--- src/rtl/dmem_axi_master.sv ---
`default_nettype none
// ============================================================================
// Module      : dmem_axi_master
// Description : Turns level-style CPU data-memory requests into single-beat
//               AXI4 reads/writes and stalls the pipeline until completion.
// Revision    : 1.0 - initial release
// ============================================================================
module dmem_axi_master #(
    parameter int XLEN          = 32,
    parameter int AXI_ID_BITS   = 4,
    parameter int AXI_DATA_BITS = 32,
    parameter int MASTER_ID     = 1
) (
    input  logic                       ACLK,
    input  logic                       ARESETn,
    input  logic [XLEN-1:0]            dmem_addr,
    input  logic                       dmem_ren,
    input  logic                       dmem_wen,
    input  logic [AXI_DATA_BITS/8-1:0] dmem_wstrb,
    input  logic [XLEN-1:0]            dmem_wdata,
    output logic [XLEN-1:0]            dmem_rdata,
    output logic                       stall_o,
    output logic                       err_o,
    output logic [AXI_ID_BITS-1:0]     ARID,
    output logic [XLEN-1:0]            ARADDR,
    output logic [3:0]                 ARLEN,
    output logic [2:0]                 ARSIZE,
    output logic [1:0]                 ARBURST,
    output logic                       ARVALID,
    input  logic                       ARREADY,
    input  logic [AXI_ID_BITS-1:0]     RID,
    input  logic [XLEN-1:0]            RDATA,
    input  logic [1:0]                 RRESP,
    input  logic                       RLAST,
    input  logic                       RVALID,
    output logic                       RREADY,
    output logic [AXI_ID_BITS-1:0]     AWID,
    output logic [XLEN-1:0]            AWADDR,
    output logic [3:0]                 AWLEN,
    output logic [2:0]                 AWSIZE,
    output logic [1:0]                 AWBURST,
    output logic                       AWVALID,
    input  logic                       AWREADY,
    output logic [XLEN-1:0]            WDATA,
    output logic [AXI_DATA_BITS/8-1:0] WSTRB,
    output logic                       WLAST,
    output logic                       WVALID,
    input  logic                       WREADY,
    input  logic [AXI_ID_BITS-1:0]     BID,
    input  logic [1:0]                 BRESP,
    input  logic                       BVALID,
    output logic                       BREADY
);

    localparam logic [AXI_ID_BITS-1:0] C_ID = AXI_ID_BITS'(MASTER_ID);

    typedef enum logic [2:0] {
        S_IDLE    = 3'd0,
        S_RD_ADDR = 3'd1,
        S_RD_DATA = 3'd2,
        S_WR_REQ  = 3'd3,
        S_WR_RESP = 3'd4,
        S_DONE    = 3'd5
    } state_t;

    state_t                     r_state;
    state_t                     w_next;
    logic [XLEN-1:0]            r_addr;
    logic [XLEN-1:0]            r_wdata;
    logic [AXI_DATA_BITS/8-1:0] r_wstrb;
    logic [XLEN-1:0]            r_rdata;
    logic                       r_err;
    logic                       r_arvalid;
    logic                       r_rready;
    logic                       r_awvalid;
    logic                       r_wvalid;
    logic                       r_bready;
    logic                       r_aw_done;
    logic                       r_w_done;
    logic                       w_aw_done_nxt;
    logic                       w_w_done_nxt;
    logic                       w_unused_axi;

    // IDs and RLAST are not checked for single-beat transfers
    assign w_unused_axi = ^{RID, BID, RLAST};

    always_comb begin
        w_next        = r_state;
        w_aw_done_nxt = r_aw_done | (r_awvalid & AWREADY);
        w_w_done_nxt  = r_w_done  | (r_wvalid  & WREADY);
        case (r_state)
            S_IDLE: begin
                if (dmem_wen)      w_next = S_WR_REQ;
                else if (dmem_ren) w_next = S_RD_ADDR;
            end
            S_RD_ADDR: if (r_arvalid & ARREADY) w_next = S_RD_DATA;
            S_RD_DATA: if (r_rready & RVALID)   w_next = S_DONE;
            S_WR_REQ:  if (w_aw_done_nxt & w_w_done_nxt) w_next = S_WR_RESP;
            S_WR_RESP: if (r_bready & BVALID)   w_next = S_DONE;
            S_DONE:    w_next = S_IDLE;
            default:   w_next = S_IDLE;
        endcase
    end

    // Handshake outputs are registered from the next state so none of them
    // depends combinationally on an AXI input.
    always_ff @(posedge ACLK or negedge ARESETn) begin
        if (!ARESETn) begin
            r_state   <= S_IDLE;
            r_arvalid <= 1'b0;
            r_rready  <= 1'b0;
            r_awvalid <= 1'b0;
            r_wvalid  <= 1'b0;
            r_bready  <= 1'b0;
            r_aw_done <= 1'b0;
            r_w_done  <= 1'b0;
        end else begin
            r_state   <= w_next;
            r_arvalid <= (w_next == S_RD_ADDR);
            r_rready  <= (w_next == S_RD_DATA);
            r_bready  <= (w_next == S_WR_RESP);
            r_awvalid <= (w_next == S_WR_REQ) && !w_aw_done_nxt;
            r_wvalid  <= (w_next == S_WR_REQ) && !w_w_done_nxt;
            r_aw_done <= (w_next == S_WR_REQ) && w_aw_done_nxt;
            r_w_done  <= (w_next == S_WR_REQ) && w_w_done_nxt;
        end
    end

    always_ff @(posedge ACLK or negedge ARESETn) begin
        if (!ARESETn) begin
            r_addr  <= '0;
            r_wdata <= '0;
            r_wstrb <= '0;
            r_rdata <= '0;
            r_err   <= 1'b0;
        end else begin
            if (r_state == S_IDLE) begin
                if (dmem_wen) begin
                    r_addr  <= dmem_addr;
                    r_wdata <= dmem_wdata;
                    r_wstrb <= dmem_wstrb;
                end else if (dmem_ren) begin
                    r_addr  <= dmem_addr;
                end
            end
            if ((r_state == S_RD_DATA) && r_rready && RVALID) begin
                r_rdata <= RDATA;
                if (RRESP != 2'b00) r_err <= 1'b1;
            end
            if ((r_state == S_WR_RESP) && r_bready && BVALID && (BRESP != 2'b00))
                r_err <= 1'b1;
        end
    end

    // The request cycle itself stalls; DONE releases the pipeline for one cycle.
    assign stall_o = ((r_state == S_IDLE) && (dmem_ren || dmem_wen)) ||
                     (r_state == S_RD_ADDR) || (r_state == S_RD_DATA) ||
                     (r_state == S_WR_REQ)  || (r_state == S_WR_RESP);

    assign dmem_rdata = r_rdata;
    assign err_o      = r_err;

    assign ARID    = C_ID;
    assign ARADDR  = r_addr;
    assign ARLEN   = 4'd0;
    assign ARSIZE  = 3'b010;
    assign ARBURST = 2'b01;
    assign ARVALID = r_arvalid;
    assign RREADY  = r_rready;

    assign AWID    = C_ID;
    assign AWADDR  = r_addr;
    assign AWLEN   = 4'd0;
    assign AWSIZE  = 3'b010;
    assign AWBURST = 2'b01;
    assign AWVALID = r_awvalid;
    assign WDATA   = r_wdata;
    assign WSTRB   = r_wstrb;
    assign WLAST   = 1'b1;
    assign WVALID  = r_wvalid;
    assign BREADY  = r_bready;

endmodule
`default_nettype wire

--- config.mk ---
export PLATFORM = sky130hd
export DESIGN_NAME = dmem_axi_master
export DESIGN_NICKNAME = d
export VERILOG_FILES = /design/src/rtl/dmem_axi_master.sv
export SDC_FILE = /design/constraint.sdc
export NUM_CORES = 1
export LEC_CHECK = 0
export CAP_MARGIN = 20
export CORE_MARGIN = 4
export CORE_UTILIZATION = 38
export CTS_CLUSTER_DIAMETER = 30
export DETAILED_ROUTE_END_ITERATION = 6
export HOLD_SLACK_MARGIN = 0.02
export PLACE_DENSITY_LB_ADDON = 0.15
export SLEW_MARGIN = 10
export SYNTH_ARGS = -nofsm -noshare
export SYNTH_HDL_FRONTEND = slang
export SYNTH_SLANG_ARGS = --single-unit
export TNS_END_PERCENT = 1
--- constraint.sdc ---
create_clock -name ACLK -period 2.16 [get_ports ACLK]
set_input_delay 0.648 -clock ACLK [delete_from_list [all_inputs] [get_ports ACLK]]
set_output_delay 0.648 -clock ACLK [all_outputs]
set_load 0.005 [all_outputs]
# Word level (Yosys, flattened, before mapping)

Cells that the tools add are included.

Flip-flop bits (word level): 111
Bits of input ports: 122
Output and inout bits: 166

Reductions and logical operators: 26
Equal/unequal tests: 8
Bitwise gates (word level): 8
Muxes and demuxes: 12

Operator list:

| operator                                                               | number |
|---|---|
| 32-bit 2-to-1 mux                                                      | 2 |
| 3-bit 2-to-1 mux                                                       | 6 |
| 3-bit case mux with 5 select lines                                     | 1 |
| 3-bit by 2-bit equality test with 1-bit output (second input constant) | 4 |
| 1-bit logical AND                                                      | 10 |
| 2-bit nonzero test                                                     | 5 |
| 1-bit bitwise AND                                                      | 6 |
| 3-bit by 1-bit equality test with 1-bit output (second input constant) | 2 |
| 3-bit equality test (second input constant)                            | 2 |
| 2-bit AND reduction                                                    | 3 |
| 1-bit logical OR                                                       | 5 |
| 3-bit zero test                                                        | 1 |
| 1-bit 2-to-1 mux                                                       | 3 |
| 1-bit zero test                                                        | 2 |
| 1-bit OR                                                               | 2 |

# Longest topological paths before layout

Gate-level depths: netlist of the first run.

Word-level depth: 7
Gate-level depth with buffers: 7

# Worst setup path before layout of the first run

Ideal clock, no wire load.

Path type: input -> register
From: input port BVALID
To: register r_bready (netlist: BREADY)
Arrival time: 1.536 ns
Slack: 0.557 ns
Stages: 4
Path through: nor4bb_1 > a22o_1 > nor4b_4 > and2_1

Longest elaborated chain between the ends: 4

Ends and longest elaborated chain:

| what                               | RTL line | RTL |
|---|---|---|
| start: declaration                 | 51       | `input logic BVALID,` |
| 1-bit bitwise AND                  | 99       | `S_WR_RESP: if (r_bready & BVALID) w_next = S_DONE;` |
| 3-bit 2-to-1 mux                   | 99       |  |
| 3-bit case mux with 5 select lines | 91       | `case (r_state)` |
| 3-bit equality test                | 121      | `r_bready <= (w_next == S_WR_RESP);` |
| end signal: assignment             | 121      |  |
| end: declaration                   | 77       | `logic r_bready;` |

No other way between the ends.
A chain may end at the register's enable or synchronous reset.

# Worst setup path after layout of the first run

From: register r_state[1]
To: output port stall_o

Longest elaborated chain between the ends: 6
Elaborated cells on any way between the ends: 10

Ends and longest elaborated chain:

| what                           | RTL line | RTL |
|---|---|---|
| start: declaration             | 66       | `state_t r_state;` |
| start signal: assignment       | 118      | `r_state <= w_next;` |
| 3-bit zero test                | 156      | `assign stall_o = ((r_state == S_IDLE) && (dmem_ren \|\| dmem_wen)) \|\|` |
| 1-bit logical AND              | 156      |  |
| 1-bit logical OR               | 156      |  |
| 1-bit logical OR (2 in series) | 157      | `(r_state == S_RD_ADDR) \|\| (r_state == S_RD_DATA) \|\|` |
| 1-bit logical OR (*)           | 158      | `(r_state == S_WR_REQ) \|\| (r_state == S_WR_RESP);` |
| end: declaration               | 22       | `output logic stall_o,` |

Every way passes the cells marked *; elsewhere a longest branch is shown, timed or not.

==> impl_metrics.env, run 1 <==
export IMPL_ctsHoldBuffers=0
export IMPL_hold_viol=0
export IMPL_layout_nets=671
export IMPL_synthCells=319
export IMPL_regArea_um2=2780
export IMPL_vias=3206
export IMPL_drc=0
export IMPL_crit_type="flop to output pin"
export IMPL_critPathMaxFanout=2
export IMPL_io_buffers=251
export IMPL_htree_levels=3
export IMPL_place_inst=706
export IMPL_irDropWorstVdd_uv=647
export IMPL_setup_viol=0
export IMPL_synth_edf_count=0
export IMPL_start_util=0.392
export IMPL_yosysTopAreaCell="dfrtp_1"
export IMPL_run_status="finished, final reports clean"
export IMPL_cts_root_buf="clkbuf_16"
export IMPL_max_clock_freq_ghz=0.481
export IMPL_grt_max_degree=43
export IMPL_clkSinkCount=111
export IMPL_wl_mm=11.8
export IMPL_fin_area_um2=7450
export IMPL_syn_mean_instance_area_um2=15.0
export IMPL_yosysWarnings=0
export IMPL_layout_drive_gt1_share=0.249
export IMPL_setup_worst_path_start="r_state[1]"
export IMPL_syn_area_um2=4770
export IMPL_hpwl_mm=9.20
export IMPL_overflow=0
export IMPL_placed_area_um2=7160
export IMPL_p_per_area_nw_per_um2=1380
export IMPL_antenna_left=0
export IMPL_hp_class="input port to asynchronous set/reset pin"
export IMPL_antenna_cells=0
export IMPL_cts_buffer_depth=2
export IMPL_synth_most_common_cell="dfrtp_1"
export IMPL_reg2reg_from="r_state[0]"
export IMPL_synth_area_leaders="dfrtp_1 58%, mux2_2 24%, buf_4 9.4%"
export IMPL_netlist_top_cells_count="111 x dfrtp_1, 100 x mux2_2, 60 x buf_4"
export IMPL_avgViaCountPerCell=4.44
export IMPL_critPathCaptureType="output pin"
export IMPL_fin_skew_ps=7.90
export IMPL_hold_worst_slack_ps=258
export IMPL_crit_required_ps=1510
export IMPL_finalNonFillerCells=722
export IMPL_drtIter0Drc=70
export IMPL_cts_buffers=9
export IMPL_ys_async_sr_fraction=1.00
export IMPL_rows=40
export IMPL_leakage_nw=3.11
export IMPL_pin_count=288
export IMPL_place_gp_congestion=0.713
export IMPL_finalMaxSlewViolations=0
export IMPL_cp_slowest_stage_delay_ps=380
export IMPL_antenna_found_initial=0
export IMPL_fin_crit_sh=0.963
export IMPL_grtUsageTotal=0.161
export IMPL_yosysSeqAreaShare=0.582
export IMPL_clk_pin_slew_ps=70
export IMPL_ys_seq_elements=111
export IMPL_slowest_stage="dfrtp_1"
export IMPL_crit_chain="or2_4, nor4_4, a21oi_1, buf_2"
export IMPL_synthToLayoutAreaGrowth_pct=56.2
export IMPL_start_kind="flop"
export IMPL_first_global_vias=3540
export IMPL_synth_ff_type="dfrtp_1"
export IMPL_dr_pass1_iters=4
export IMPL_drv_cap=0
export IMPL_clk_latency_ps=330
export IMPL_cts_tree="yes"
export IMPL_arrival_ps=1430
export IMPL_coreArea_um2=12200
export IMPL_cp_top_family="simple AND/OR/NAND/NOR gates"
export IMPL_rsz0062_at_grt="false"
export IMPL_yosysTopAreaCellShare=0.582
export IMPL_die_h_um=120
export IMPL_path_buf_inv=1
export IMPL_grt_pass1_wl_mm=18.5
export IMPL_period_needed_ps=2080
export IMPL_multiInputGateArea_um2=1490
export IMPL_post_cts_setup_buffers=0
export IMPL_die_area_um2=14400
export IMPL_wl_per_cell_um=16.3
export IMPL_ys_types=28
export IMPL_fp_dieW_um=120
export IMPL_fillers=983
[area by class of cell]
cell class	instances	area share
well taps	168	0.0282
multi-input cells	159	0.200
repair buffers	266	0.361
inverters	2	0.00101
clock buffers	11	0.0326
clock inverters	5	0.00453
flip-flops and latches	111	0.373
[through the flow]
stage | utilization | setup WS (ps) | power (mW) | setup TNS [ps]
after floorplan | - | 557 | 5.99 | 0
after global placement | 0.589 | -371 | 8.76 | -3570
after detailed placement | 0.589 | -383 | 8.87 | -3670
after CTS | 0.612 | 57.4 | 10.5 | 0
after global routing | 0.613 | 3.22 | 11.0 | 0
final | 0.613 | 79.9 | 10.3 | 0
[routing by layer]
| metal | vias up | track usage | wire [µm] |
|---|---|---|---|
| li1 | 1474 | - | - |
| met1 | 1559 | 0.190 | 4590 |
| met5 | - | 0 | 0 |
| met2 | 155 | 0.278 | 5960 |
| met3 | 18 | 0.0504 | 989 |
| met4 | 0 | 0.0537 | 220 |
[worst paths after layout]
| check | end | slack [ps] | depth (start not counted) |
|---|---|---|---|
| max | stall_o | 80 | 4 |
| max reg2reg | ARADDR[6] | 220 | 5 |
| min in group ACLK | err_o | 480 | 1 |
| max in group asynchronous | dmem_rdata[31] | 1300 | 2 |
| min reg2reg | err_o | 480 | 1 |
| min | dmem_rdata[9] | 260 | 1 |
[cells in the final DEF (no fill, tap or decap), types with 2 or more instances in the layout]
master	count
nor2_1	2
mux2_2	100
clkdlybuf4s50_1	247
dfrtp_1	111
clkinv_2	2
nor3b_1	4
buf_12	6
o21ai_0	2
clkinvlp_4	2
dlygate4sd2_1	2
a21oi_1	3
clkbuf_16	9
conb_1	27
nor3_1	3
buf_4	10
inv_1	2
nand2_1	2
[registers in the layout (all words and copies together) (netlist names)]
register and cells:
ARADDR 32, WDATA 32, AWVALID 1, dmem_rdata 32
ARVALID 1, r_w_done 1, r_aw_done 1, BREADY 1
WSTRB 4, r_state 3, err_o 1, WVALID 1
RREADY 1
[logic make-up (layout without fill, tap and decap cells)]
| group | after synthesis | after routing | share of synthesized area |
|---|---|---|---|
| AO/OA/AOI/OAI | 10 | 10 | 0.0144 |
| buffers and inverters | 74 | 284 | 0.129 |
| flip-flops | 111 | 111 | 0.582 |
| multiplexers | 100 | 100 | 0.236 |
| other | 2 | 27 | 0.00157 |
| AND/OR/NAND/NOR | 22 | 22 | 0.0365 |
[report_power, final]
group	total, mW	switching, mW	internal [mW]
registers	3.71	0.590	3.12
clock network	1.54	0.728	0.813
logic	5.05	1.50	3.55
total	10.3	2.82	7.48
[timing repair]
item	CTS	global route
resized for setup	8	1
pin swaps	1	1
setup endpoints to repair	1	1
No activity file was read; power rests on OpenSTA's default activity.
==> run 2: changes to the inputs <==
Settings changed: SLEW_MARGIN 10 to 0.
==> results of run 2 <==
Same layout as run 1: the final DEF is identical, and so are final timing and power.
==> run 3: changes to the inputs <==
Settings changed: CAP_MARGIN 20 to default.
==> results of run 3 <==
Same layout as run 1: the final DEF is identical, and so are final timing and power.
==> RTL edit 1: new RTL, flow settings as in run 3 <==
Set the parameter `AXI_DATA_BITS` to 64 (it was 32).
--- a/src/rtl/dmem_axi_master.sv
+++ b/src/rtl/dmem_axi_master.sv
@@ -10,3 +10,3 @@
     parameter int AXI_ID_BITS   = 4,
-    parameter int AXI_DATA_BITS = 32,
+    parameter int AXI_DATA_BITS = 64,
     parameter int MASTER_ID     = 1
Ports: changed (resized WSTRB and dmem_wstrb); port bits go from 288 to 296. No check against the original RTL was run, so the function may have changed too.
==> RTL edit 1 against run 3 <==
Power is 16% higher; synthesized area is 2.5% higher; wire length is 2.3% higher; combinational power is 2% higher; clock power is 92% higher; sequential cell count is 4 higher; largest cell class unchanged; synthesized cell count is 3.8% higher; utilization is 2.3 points higher; worst hold slack worse by 0.094 ns; non-clock buffer count is 7 higher; worst setup slack better by 0.0032 ns; design area is 7.7% higher.
==> RTL edit 1: results (changes against run 3) <==
Clocking
  • H-tree depth: 4 (+1)
  • Worst-path clk slew: 0.05 ns (-0.02 ns)
  • Num CTS Buffers: 17 (+8)
  • Post_cts resized: 7 (-1)
  • Worst-Skew Late Latency: 0.40 ns (+0.07 ns)

Global route
  • Largest net degree at the start of global routing: 48 (+12%)
  • Vias in the first global route: 3,728 (+5.3%)
  • GR Util All Layers: 16.7% (+0.56 points)
  • First-pass GRT wire length: 18,800 microns (+1.8%)

Final layout
  • Nets@finish: 700 (+4.3%)
  • Fillers: 1,019 (+3.7%)
  • # diodes: 0 (unchanged)
  • Non-filler cells in the finished layout: 759 (+5.1%)
  • Multi-input logic area: 1520 sq um (+2.3%)

Synth
  • Commonest cells post-synth: dfrtp_1, mux2_2, buf_4
  • Sequential cell area fraction in the yosys report: 58.9% (+0.63 points)
  • Synthesized area per cell: 14.8 sq um (-1.2%)

Detailed routing
  • Initial DRC count: 88 (+26%)
  • Vias per inst: 4.41 (-0.78%)
  • Post-DR wirelength/cell: 15.9 microns (-2.7%)

Timing
  • Fin Hold WS: 0.164 ns (-0.0942 ns)
  • Final Skew: 0.00618 ns (-0.00172 ns)

Place
  • Port bufs: 259 (+3.2%)
  • Final Wtd Congestion: 0.747 (+4.8%)
  • Place WS: -0.507 ns (-0.123 ns)
  • Placed insts: 727 (+3.0%)

Worst setup path
  • Worst reg2reg path startpoint: r_state[2]$_DFF_PN0_
  • Reg-to-reg endpoint: WDATA[14]$_DFFE_PN0P_

Pwr
  • Maximum vdd drop: 691 uV (+6.8%)
  • Lkg Pwr: 3.39 nW (+8.9%)

Status
  • Status: finished, final reports clean
==> RTL edit 1: report_power, final <==
group / total [mW] / internal (mW) / switching [mW]
Combinational: 5.15 / 3.64 / 1.52
Clock: 2.96 / 2.04 / 0.924
Sequential: 3.83 / 3.23 / 0.599
==> RTL edit 1: worst max-delay path, cell delays in order <==
cell and delay, ns:
dlygate4sd2_1 0.23, or2_1 0.25, nor3_2 0.11, a21oi_1 0.05, buf_2 0.14
==> RTL edit 1: metal layers <==
layer	vias to the layer above	share of wire [%]	track usage (%)
met4	0	1.4	6.72
met3	12	12	8.16
met1	1618	34	17.5
met2	175	52	28.5
met5	-	0	0
li1	1539	-	-
==> RTL edit 1: logic make-up (layout without fill, tap and decap cells) <==
group	Yosys count	count (layout)	synth area share [%]
buffers and inverters	77	308	12.0
and+or+nand+nor	24	24	3.76
AOI/OAI and AO/OA	9	9	1.23
other	2	27	0.154
muxes	104	104	24.0
DFF	115	115	58.9
==> RTL edit 1: worst max path at each step <==
| stage | slack (ns) | cells past startpoint | startpoint | end |
|---|---|---|---|---|
| floorplan | 0.41 | 3 | dmem_ren | stall_o |
| global placement | -0.51 | 5 | dmem_ren | stall_o |
| detailed placement | -0.51 | 5 | dmem_ren | stall_o |
| CTS | 0.06 | 4 | r_state[0]$_DFF_PN0_ | stall_o |
| global route | 0.007 | 4 | r_state[0]$_DFF_PN0_ | stall_o |
| finish | 0.08 | 5 | dmem_wen | stall_o |
==> RTL edit 1: cell type report <==
cell class	instances	share of cell area [%]
Sequential cell	115	35.9
Timing Repair Buffer	273	34.4
Multi-Input combinational cell	164	19.0
Inverter	3	0.140
Tap cell	172	2.68
Clock buffer	22	6.03
Clock inverter	10	1.90
==> RTL edit 2: new RTL, config.mk and constraints of run 3 <==
Without the edit above. Encoding of `state_t`: now one-hot (6 bits for 6 states).
--- a/src/rtl/dmem_axi_master.sv
+++ b/src/rtl/dmem_axi_master.sv
@@ -56,9 +56,9 @@
 
-    typedef enum logic [2:0] {
-        S_IDLE    = 3'd0,
-        S_RD_ADDR = 3'd1,
-        S_RD_DATA = 3'd2,
-        S_WR_REQ  = 3'd3,
-        S_WR_RESP = 3'd4,
-        S_DONE    = 3'd5
+    typedef enum logic [5:0] {
+        S_IDLE    = 6'b000001,
+        S_RD_ADDR = 6'b000010,
+        S_RD_DATA = 6'b000100,
+        S_WR_REQ  = 6'b001000,
+        S_WR_RESP = 6'b010000,
+        S_DONE    = 6'b100000
     } state_t;
Formal check against the unedited RTL: no difference found for any inputs over 4 cycles, from zero or initial values and one cycle with ARESETn low; so few cycles prove little.
==> RTL edit 2 against run 3 <==
The flow now finishes with violations (setup timing); global-route usage grew 1.2 points; power grew 4.8%; critical path depth is the same; sequential cell count grew 3; worst setup slack lost 0.31 ns; synthesized area grew 3.9%; sequential power shrank 8.9%; register-to-register slack lost 0.28 ns; count of clock-buffer cells in the layout grew 16; design area grew 10%; cell count grew 8.4%; via count grew 12%; synthesized cell count grew 6.6%; wire length grew 8.3%.
==> RTL edit 2: results (changes against run 3) <==
Worst setup path
  • CP Max Fanout: 4 (+2)
  • Critical path origin: r_state[3]$_DFF_PN0_
  • Crit path DAT: 1.75 ns (+0.32 ns)
  • Worst reg2reg path startpoint: r_state[1]$_DFF_PN0_
  • CP max-delay cell: or4_4
  • Cells on worst reg2reg path: 6 (+1)

Synth
  • Complex-gate fraction of the synthesized area: 4.22% (+2.8 points)
  • Synth area leaders: dfrtp_1, mux2_2, buf_4
  • Commonest cells post-synth: dfrtp_1, mux2_2, buf_4
  • Sequential cell area fraction in the yosys report: 57.6% (-0.62 points)
  • Distinct cells, synth: 37 (+32%)
  • Mux contribution to synthesized area: 22.7% (-0.88 points)

Place
  • Placed insts: 752 (+6.5%)
  • Final Wtd Congestion: 0.760 (+6.6%)
  • Final HPWL DP: 9750 microns (+5.9%)
  • Area post-placement: 7550 sq um (+5.4%)

Clocking
  • H-tree depth: 4 (+1)
  • Worst-Skew Late Latency: 0.40 ns (+0.07 ns)
  • Worst-path clk slew: 0.05 ns (-0.02 ns)
  • Num CTS Buffers: 17 (+8)

Status
  • Violated checks: setup timing
  • Status: finished with violations

Global route
  • GR Util All Layers: 17.3% (+1.2 points)
  • Met2 GRT Util: 28.9% (+1.0 points)
  • First-pass GRT wire length: 19,700 microns (+6.7%)
  • Largest net degree at the start of global routing: 47 (+9.3%)
  • Met3 usage: 8.36% (+3.3 points)

Timing
  • Fin Hold WS: 0.154 ns (-0.104 ns)
  • Fin worst setup slack: -0.235 ns (-0.314 ns)
  • Setup violators final: 33 (+33)
  • Sum of negative setup slack: -1.39 ns (-1.39 ns)

Final layout
  • Nets@finish: 721 (+7.5%)
  • Layout cell share with drive strength beyond 1: 28.5% (+3.6 points)

Pwr
  • P_int: 7.92 mW (+5.8%)
  • Psw: 2.88 mW (+2.1%)
  • Maximum vdd drop: 706 uV (+9.1%)
  • Seq. pwr: 3.38 mW (-8.9%)
  • Comb power frac: 43.3% (-5.8 points)

Detailed routing
  • Met1 Wirelength: 4660 microns (+1.6%)
  • Vias per inst: 4.58 (+3.2%)
  • Initial DRC count: 74 (+5.7%)
  • Post-DR wirelength/cell: 16.3 microns (-0.13%)
RTL edit 2: cell count changes in the layout (fill, tap and decap cells not counted), moves of 3 or more:
| cell | delta |
|---|---|
| a211oi_1 | +4 |
| nor3b_1 | -3 |
| clkbuf_8 | +5 |
| buf_4 | +17 |
| clkbuf_16 | +8 |
| mux2_1 | +6 |
| clkbuf_1 | +3 |
| mux2_2 | -7 |
| nor2_1 | +4 |
RTL edit 2: timing repair:
action,4_1_cts,5_1_grt
setup endpoints to repair,37,37
setup buffers,0,0
gates cloned,0,0
pin swaps,6,0
resized for setup,16,3
RTL edit 2: layout make-up:
cell class,instances,area [sq um],area share (%)
Sequential cell,114,2850,34.8
Timing Repair Buffer,285,2840,34.6
Inverter,1,3.75,0.0457
Multi-Input combinational cell,180,1700,20.7
Clock inverter,4,70.1,0.854
Clock buffer,27,523,6.37
Tap cell,172,215,2.62
